File: src/rtl/md_issue_ctrl_pkg.sv
// Shared definitions for the multiply/divide issue controller:
// M-extension funct3 encodings and the controller state type.
package md_issue_ctrl_pkg;

  localparam logic [2:0] MD_MUL_FUN3    = 3'b000;
  localparam logic [2:0] MD_MULH_FUN3   = 3'b001;
  localparam logic [2:0] MD_MULHSU_FUN3 = 3'b010;
  localparam logic [2:0] MD_MULHU_FUN3  = 3'b011;
  localparam logic [2:0] MD_DIV_FUN3    = 3'b100;
  localparam logic [2:0] MD_DIVU_FUN3   = 3'b101;
  localparam logic [2:0] MD_REM_FUN3    = 3'b110;
  localparam logic [2:0] MD_REMU_FUN3   = 3'b111;

  typedef enum logic [2:0] {
    IDLE  = 3'd0,
    REQ   = 3'd1,
    WAIT  = 3'd2,
    DRAIN = 3'd3,
    WB    = 3'd4
  } md_state_e;

endpackage

File: src/rtl/md_issue_ctrl.sv
// Issues one M-extension op to the iterative mul/div unit, collects its result
// and presents it to writeback; a flush never abandons the unit mid-operation.
module md_issue_ctrl
  import md_issue_ctrl_pkg::*;
#(
  parameter int width_p          = 32,
  parameter int reg_addr_width_p = 5
) (
  input  logic                        clk_i,
  input  logic                        reset_i,
  input  logic                        v_i,
  input  logic [2:0]                  funct3_i,
  input  logic [width_p-1:0]          opA_i,
  input  logic [width_p-1:0]          opB_i,
  input  logic [reg_addr_width_p-1:0] rd_i,
  output logic                        ready_o,
  output logic                        illegal_o,
  input  logic                        flush_i,
  output logic                        md_v_o,
  input  logic                        md_ready_i,
  output logic [2:0]                  md_funct3_o,
  output logic [width_p-1:0]          md_opA_o,
  output logic [width_p-1:0]          md_opB_o,
  input  logic                        md_v_i,
  input  logic [width_p-1:0]          md_result_i,
  output logic                        md_yumi_o,
  output logic                        wb_v_o,
  output logic [reg_addr_width_p-1:0] wb_rd_o,
  output logic [width_p-1:0]          wb_data_o,
  input  logic                        wb_yumi_i,
  output logic                        busy_o,
  output logic                        pend_rd_v_o,
  output logic [reg_addr_width_p-1:0] pend_rd_o
);

  md_state_e                   state_q,  state_d;
  logic [2:0]                  funct3_q, funct3_d;
  logic [width_p-1:0]          opA_q,    opA_d;
  logic [width_p-1:0]          opB_q,    opB_d;
  logic [reg_addr_width_p-1:0] rd_q,     rd_d;
  logic [width_p-1:0]          data_q,   data_d;
  logic                        rd_nz_s;

  assign rd_nz_s = (rd_q != {reg_addr_width_p{1'b0}});

  // State and holding registers
  always_ff @(posedge clk_i or posedge reset_i) begin
    if (reset_i) begin
      state_q  <= IDLE;
      funct3_q <= 3'b000;
      opA_q    <= {width_p{1'b0}};
      opB_q    <= {width_p{1'b0}};
      rd_q     <= {reg_addr_width_p{1'b0}};
      data_q   <= {width_p{1'b0}};
    end else begin
      state_q  <= state_d;
      funct3_q <= funct3_d;
      opA_q    <= opA_d;
      opB_q    <= opB_d;
      rd_q     <= rd_d;
      data_q   <= data_d;
    end
  end

  // Next-state and datapath capture
  always_comb begin
    state_d  = state_q;
    funct3_d = funct3_q;
    opA_d    = opA_q;
    opB_d    = opB_q;
    rd_d     = rd_q;
    data_d   = data_q;
    case (state_q)
      IDLE: begin
        if (v_i && (funct3_i != MD_MUL_FUN3) && !flush_i) begin
          state_d  = REQ;
          funct3_d = funct3_i;
          opA_d    = opA_i;
          opB_d    = opB_i;
          rd_d     = rd_i;
        end else begin
          state_d  = IDLE;
        end
      end
      REQ: begin
        if (flush_i)         state_d = IDLE;
        else if (md_ready_i) state_d = WAIT;
        else                 state_d = REQ;
      end
      WAIT: begin
        if (md_v_i) begin
          data_d  = md_result_i;
          // A flushed op or an x0 destination consumes the result without writeback.
          state_d = (flush_i || !rd_nz_s) ? IDLE : WB;
        end else if (flush_i) begin
          state_d = DRAIN;
        end else begin
          state_d = WAIT;
        end
      end
      DRAIN: begin
        if (md_v_i) state_d = IDLE;
        else        state_d = DRAIN;
      end
      WB: begin
        if (wb_yumi_i || flush_i) state_d = IDLE;
        else                      state_d = WB;
      end
      default: state_d = IDLE;
    endcase
  end

  assign ready_o     = (state_q == IDLE);
  assign busy_o      = (state_q != IDLE);
  assign illegal_o   = v_i & (funct3_i == MD_MUL_FUN3) & (state_q == IDLE);
  assign md_v_o      = (state_q == REQ);
  assign md_funct3_o = funct3_q;
  assign md_opA_o    = opA_q;
  assign md_opB_o    = opB_q;
  assign md_yumi_o   = md_v_i & ((state_q == WAIT) | (state_q == DRAIN));
  assign wb_v_o      = (state_q == WB);
  assign wb_rd_o     = rd_q;
  assign wb_data_o   = data_q;
  assign pend_rd_v_o = rd_nz_s & ((state_q == REQ) | (state_q == WAIT) | (state_q == WB));
  assign pend_rd_o   = rd_q;

endmodule

File: config.mk
export PLATFORM = sky130hd
export DESIGN_NAME = md_issue_ctrl
export DESIGN_NICKNAME = d
export VERILOG_FILES = /design/src/rtl/md_issue_ctrl_pkg.sv /design/src/rtl/md_issue_ctrl.sv
export SDC_FILE = /design/constraint.sdc
export NUM_CORES = 1
export LEC_CHECK = 0
export BUFFER_PORTS_ARGS = -buffer_cell sky130_fd_sc_hd__buf_2
export CAP_MARGIN = 10
export CORE_MARGIN = 1.5
export CORE_UTILIZATION = 40
export DETAILED_ROUTE_END_ITERATION = 12
export MAX_ROUTING_LAYER = met4
export PLACE_DENSITY = 0.73
export SYNTH_ARGS = -nofsm -noshare
export SYNTH_HDL_FRONTEND = slang
export SYNTH_SLANG_ARGS = --single-unit
File: constraint.sdc
create_clock -name clk_i -period 3.3 [get_ports clk_i]
set_input_delay 0 -clock clk_i [delete_from_list [all_inputs] [get_ports clk_i]]
set_output_delay 0 -clock clk_i [all_outputs]
set_load 0.05 [all_outputs]
==> impl_metrics.ini <==
[hold_path]
hold_path_depth = 4
min_path_type = primary input to flop

[worst_setup_path]
crit_required_ns = 3.54
endpoint_kind = flop
r2r_cells = 3
crit_type = flop to flop
cp-start-kind = flop
path_max_fanout = 69
worst_ep_arrival_time_ns = 2.58

[floorplan]
initial_core_util_pct = 40.9
ios = 227
die-area_sq_um = 11100
fp-row-count = 37
coreArea_sq_um = 10300
dieHeight_um = 106
dieWidth_um = 106

[clock_network]
cts-root-buf = clkbuf_8
cts.clk_slew.worst_paths_ns = 0.09
htreeDepth = 3
numCtsBuffers = 9
clk_latency_ns = 0.37
cts.sinks = 107
cts_tree = done
post_cts_buffers = 0
cts_buffer_depth = 2

[sta]
setup_viol = 0
min_period_ns = 2.33
fmax_mhz = 429
rsz0062_at_grt = no
finalCritPeriodShare_pct = 70.7
slew_headroom_pct = 34.9
final.setup.tns_ns = 0
hold_viol = 0
clock_skew_ns = 0.0130
final_max_slew_viol_count = 0
tightest_slew_ns = 0.976

[flow_run]
max_cap_violations = 0

[cells_and_area]
syn_to_final_growth_pct = 60.7
multi_input_area_sq_um = 1410
regArea_sq_um = 2680
drive_above_1_share_pct = 58.4
finalNetCount = 703
fill_cells = 764
final_cells = 732
diodes = 0

[yosys]
yosysSeqAreaShare_pct = 63.7
yosysUniqueCellTypes = 28
synth.area.top_cells = dfrtp_1 64%, mux2_2 24%, mux2_4 3.6%, buf_2 1.1%, buf_4 1.1%
synth_warnings = 0
netlist_area_sq_um = 4210
synth_top_area_share_pct = 63.7
avgSynthCellArea_sq_um = 16.0
synthCells = 263
synth_top_cell_by_area = dfrtp_1
syn-num-nets = 374
ys_ff_latch = 107

[route]
dr_total_vias = 3389
met2_length_um = 6030
drt-initial-drc-count = 120
wl_met1_um = 4260
drt_pass1_iterations = 4
met3WireLength_um = 551
ant_nets = 0
wl_per_cell_um = 15.1
viasPerCell = 4.63
drc = 0
wl_um = 11100
top_layer = met4

[global_routing]
overflow = 0
grt_pass1_vias = 3634
grt_max_degree = 93
track_usage_pct = 20.7
grt_first_pass_wirelength_um = 17600
antenna_found_initial = 0

[placement]
place_inst = 607
dpl.hpwl_um = 6670
gp_congestion = 0.760
port_buffers = 226

[pwr]
power_mw = 6.40
ir_drop_uv = 597
leakage_nw = 3.28
power.density_nw_per_um2 = 947

[status]
status = finished clean
==> repair_timing <==
item,4_1_cts,5_1_grt
hold buffers,109,0
endpoints found under the hold margin,198,0
gates resized for setup,0,0
==> state kept, by name, summed over array words and instances, names as in the netlist <==
name         cells
pend_rd_o        5
md_opB_o        32
md_funct3_o      3
md_opA_o        32
state_q          3
wb_data_o       32
==> layer usage <==
metal	up-vias	global-route usage, %
li1	1577	-
met1	1658	22.3
met2	136	38.0
met3	18	3.46
met4	0	7.92
met5	-	-
==> cells in the final DEF, fill, tap and decap left out, types with 2 or more instances in the layout <==
cell | netlist | final
buf_2 | 9 | 226
dlygate4sd3_1 | 0 | 109
dfrtp_1 | 107 | 107
mux2_2 | 91 | 91
mux2_4 | 10 | 10
clkbuf_8 | 0 | 9
nor2_1 | 6 | 6
nor3b_1 | 3 | 3
nand2_1 | 3 | 3
a22o_1 | 3 | 3
bufinv_16 | 0 | 3
or3_1 | 2 | 2
nand2b_1 | 2 | 2
nand3_1 | 2 | 2
buf_4 | 6 | 2
==> worst max-delay path: stages, from the launching register on <==
cell and delay, ns:
dfrtp_1 0.49, nor3b_1 0.35, and3_4 0.89, mux2_2 0.42
==> cell families after synthesis <==
| group | count (synthesis) | share of synthesized area [%] |
|---|---|---|
| xor gates and xnor gates | 1 | 0.208 |
| DFF | 107 | 63.7 |
| and+or+nand+nor | 23 | 3.15 |
| AOI/OAI and AO/OA | 9 | 1.64 |
| buffers and inverters | 22 | 3.39 |
| muxes | 101 | 27.9 |
==> stage by stage <==
stage          util (%)  hold WS, ns  setup WS, ns  cell area, sq um
2_1_floorplan         -       0.0715         0.483              4210
3_3_place_gp       52.6        0.222          1.08              5410
3_5_place_dp       52.6        0.233         0.978              5410
4_1_cts            65.5       0.0414         0.979              6730
5_1_grt            65.8       0.0795         0.795              6760
6_report           65.8       0.0625         0.968              6760
==> synth_stat cells <==
| library cell | instances |
|---|---|
| dfrtp_1 | 107 |
| mux2_2 | 91 |
| mux2_4 | 10 |
| buf_2 | 9 |
| buf_4 | 6 |
| nor2_1 | 6 |
| a22o_1 | 3 |
| nand2_1 | 3 |
| nor3b_1 | 3 |
| buf_6 | 2 |
| clkbuf_1 | 2 |
| inv_1 | 2 |
| nand2b_1 | 2 |
| nand3_1 | 2 |
| or3_1 | 2 |
| a211o_1 | 1 |
| a211oi_1 | 1 |
| a21oi_1 | 1 |
| and2_1 | 1 |
| and3_1 | 1 |
| buf_8 | 1 |
| nor4bb_1 | 1 |
| o21a_1 | 1 |
| o21ai_0 | 1 |
| o22a_1 | 1 |
| or3_4 | 1 |
| or4_1 | 1 |
| xnor2_1 | 1 |
==> power by group <==
group | switching, mW | leakage [nW] | internal, mW
Combinational | 2.45 | 1.90 | 0.934
Clock | 0.420 | 0.112 | 0.499
Sequential | 0.280 | 1.27 | 1.81
==> worst paths after layout <==
kind                                                  from                    endpoint  slack (ns)
worst min register to register  md_funct3_o[0]$_DFFE_PP0P_  md_funct3_o[0]$_DFFE_PP0P_        0.50
max in group asynchronous                          reset_i     md_opA_o[1]$_DFFE_PP0P_        2.16
worst max-delay path                  state_q[1]$_DFF_PP0_     md_opA_o[8]$_DFFE_PP0P_        0.97
min in group asynchronous                          reset_i  md_funct3_o[1]$_DFFE_PP0P_        0.20
worst min-delay path                                md_v_i        state_q[0]$_DFF_PP0_        0.06
worst max register to register        state_q[1]$_DFF_PP0_     md_opA_o[8]$_DFFE_PP0P_        0.97
==> layout make-up <==
cell class | count | share of cell area (%)
clock buffers | 10 | 1.89
clock inverters | 5 | 1.52
inverters | 2 | 0.148
multi-input cells | 134 | 20.8
flip-flops and latches | 107 | 39.6
well taps | 136 | 2.52
repair buffers | 338 | 33.5
Note: power is estimated with default switching activity, not from simulation.
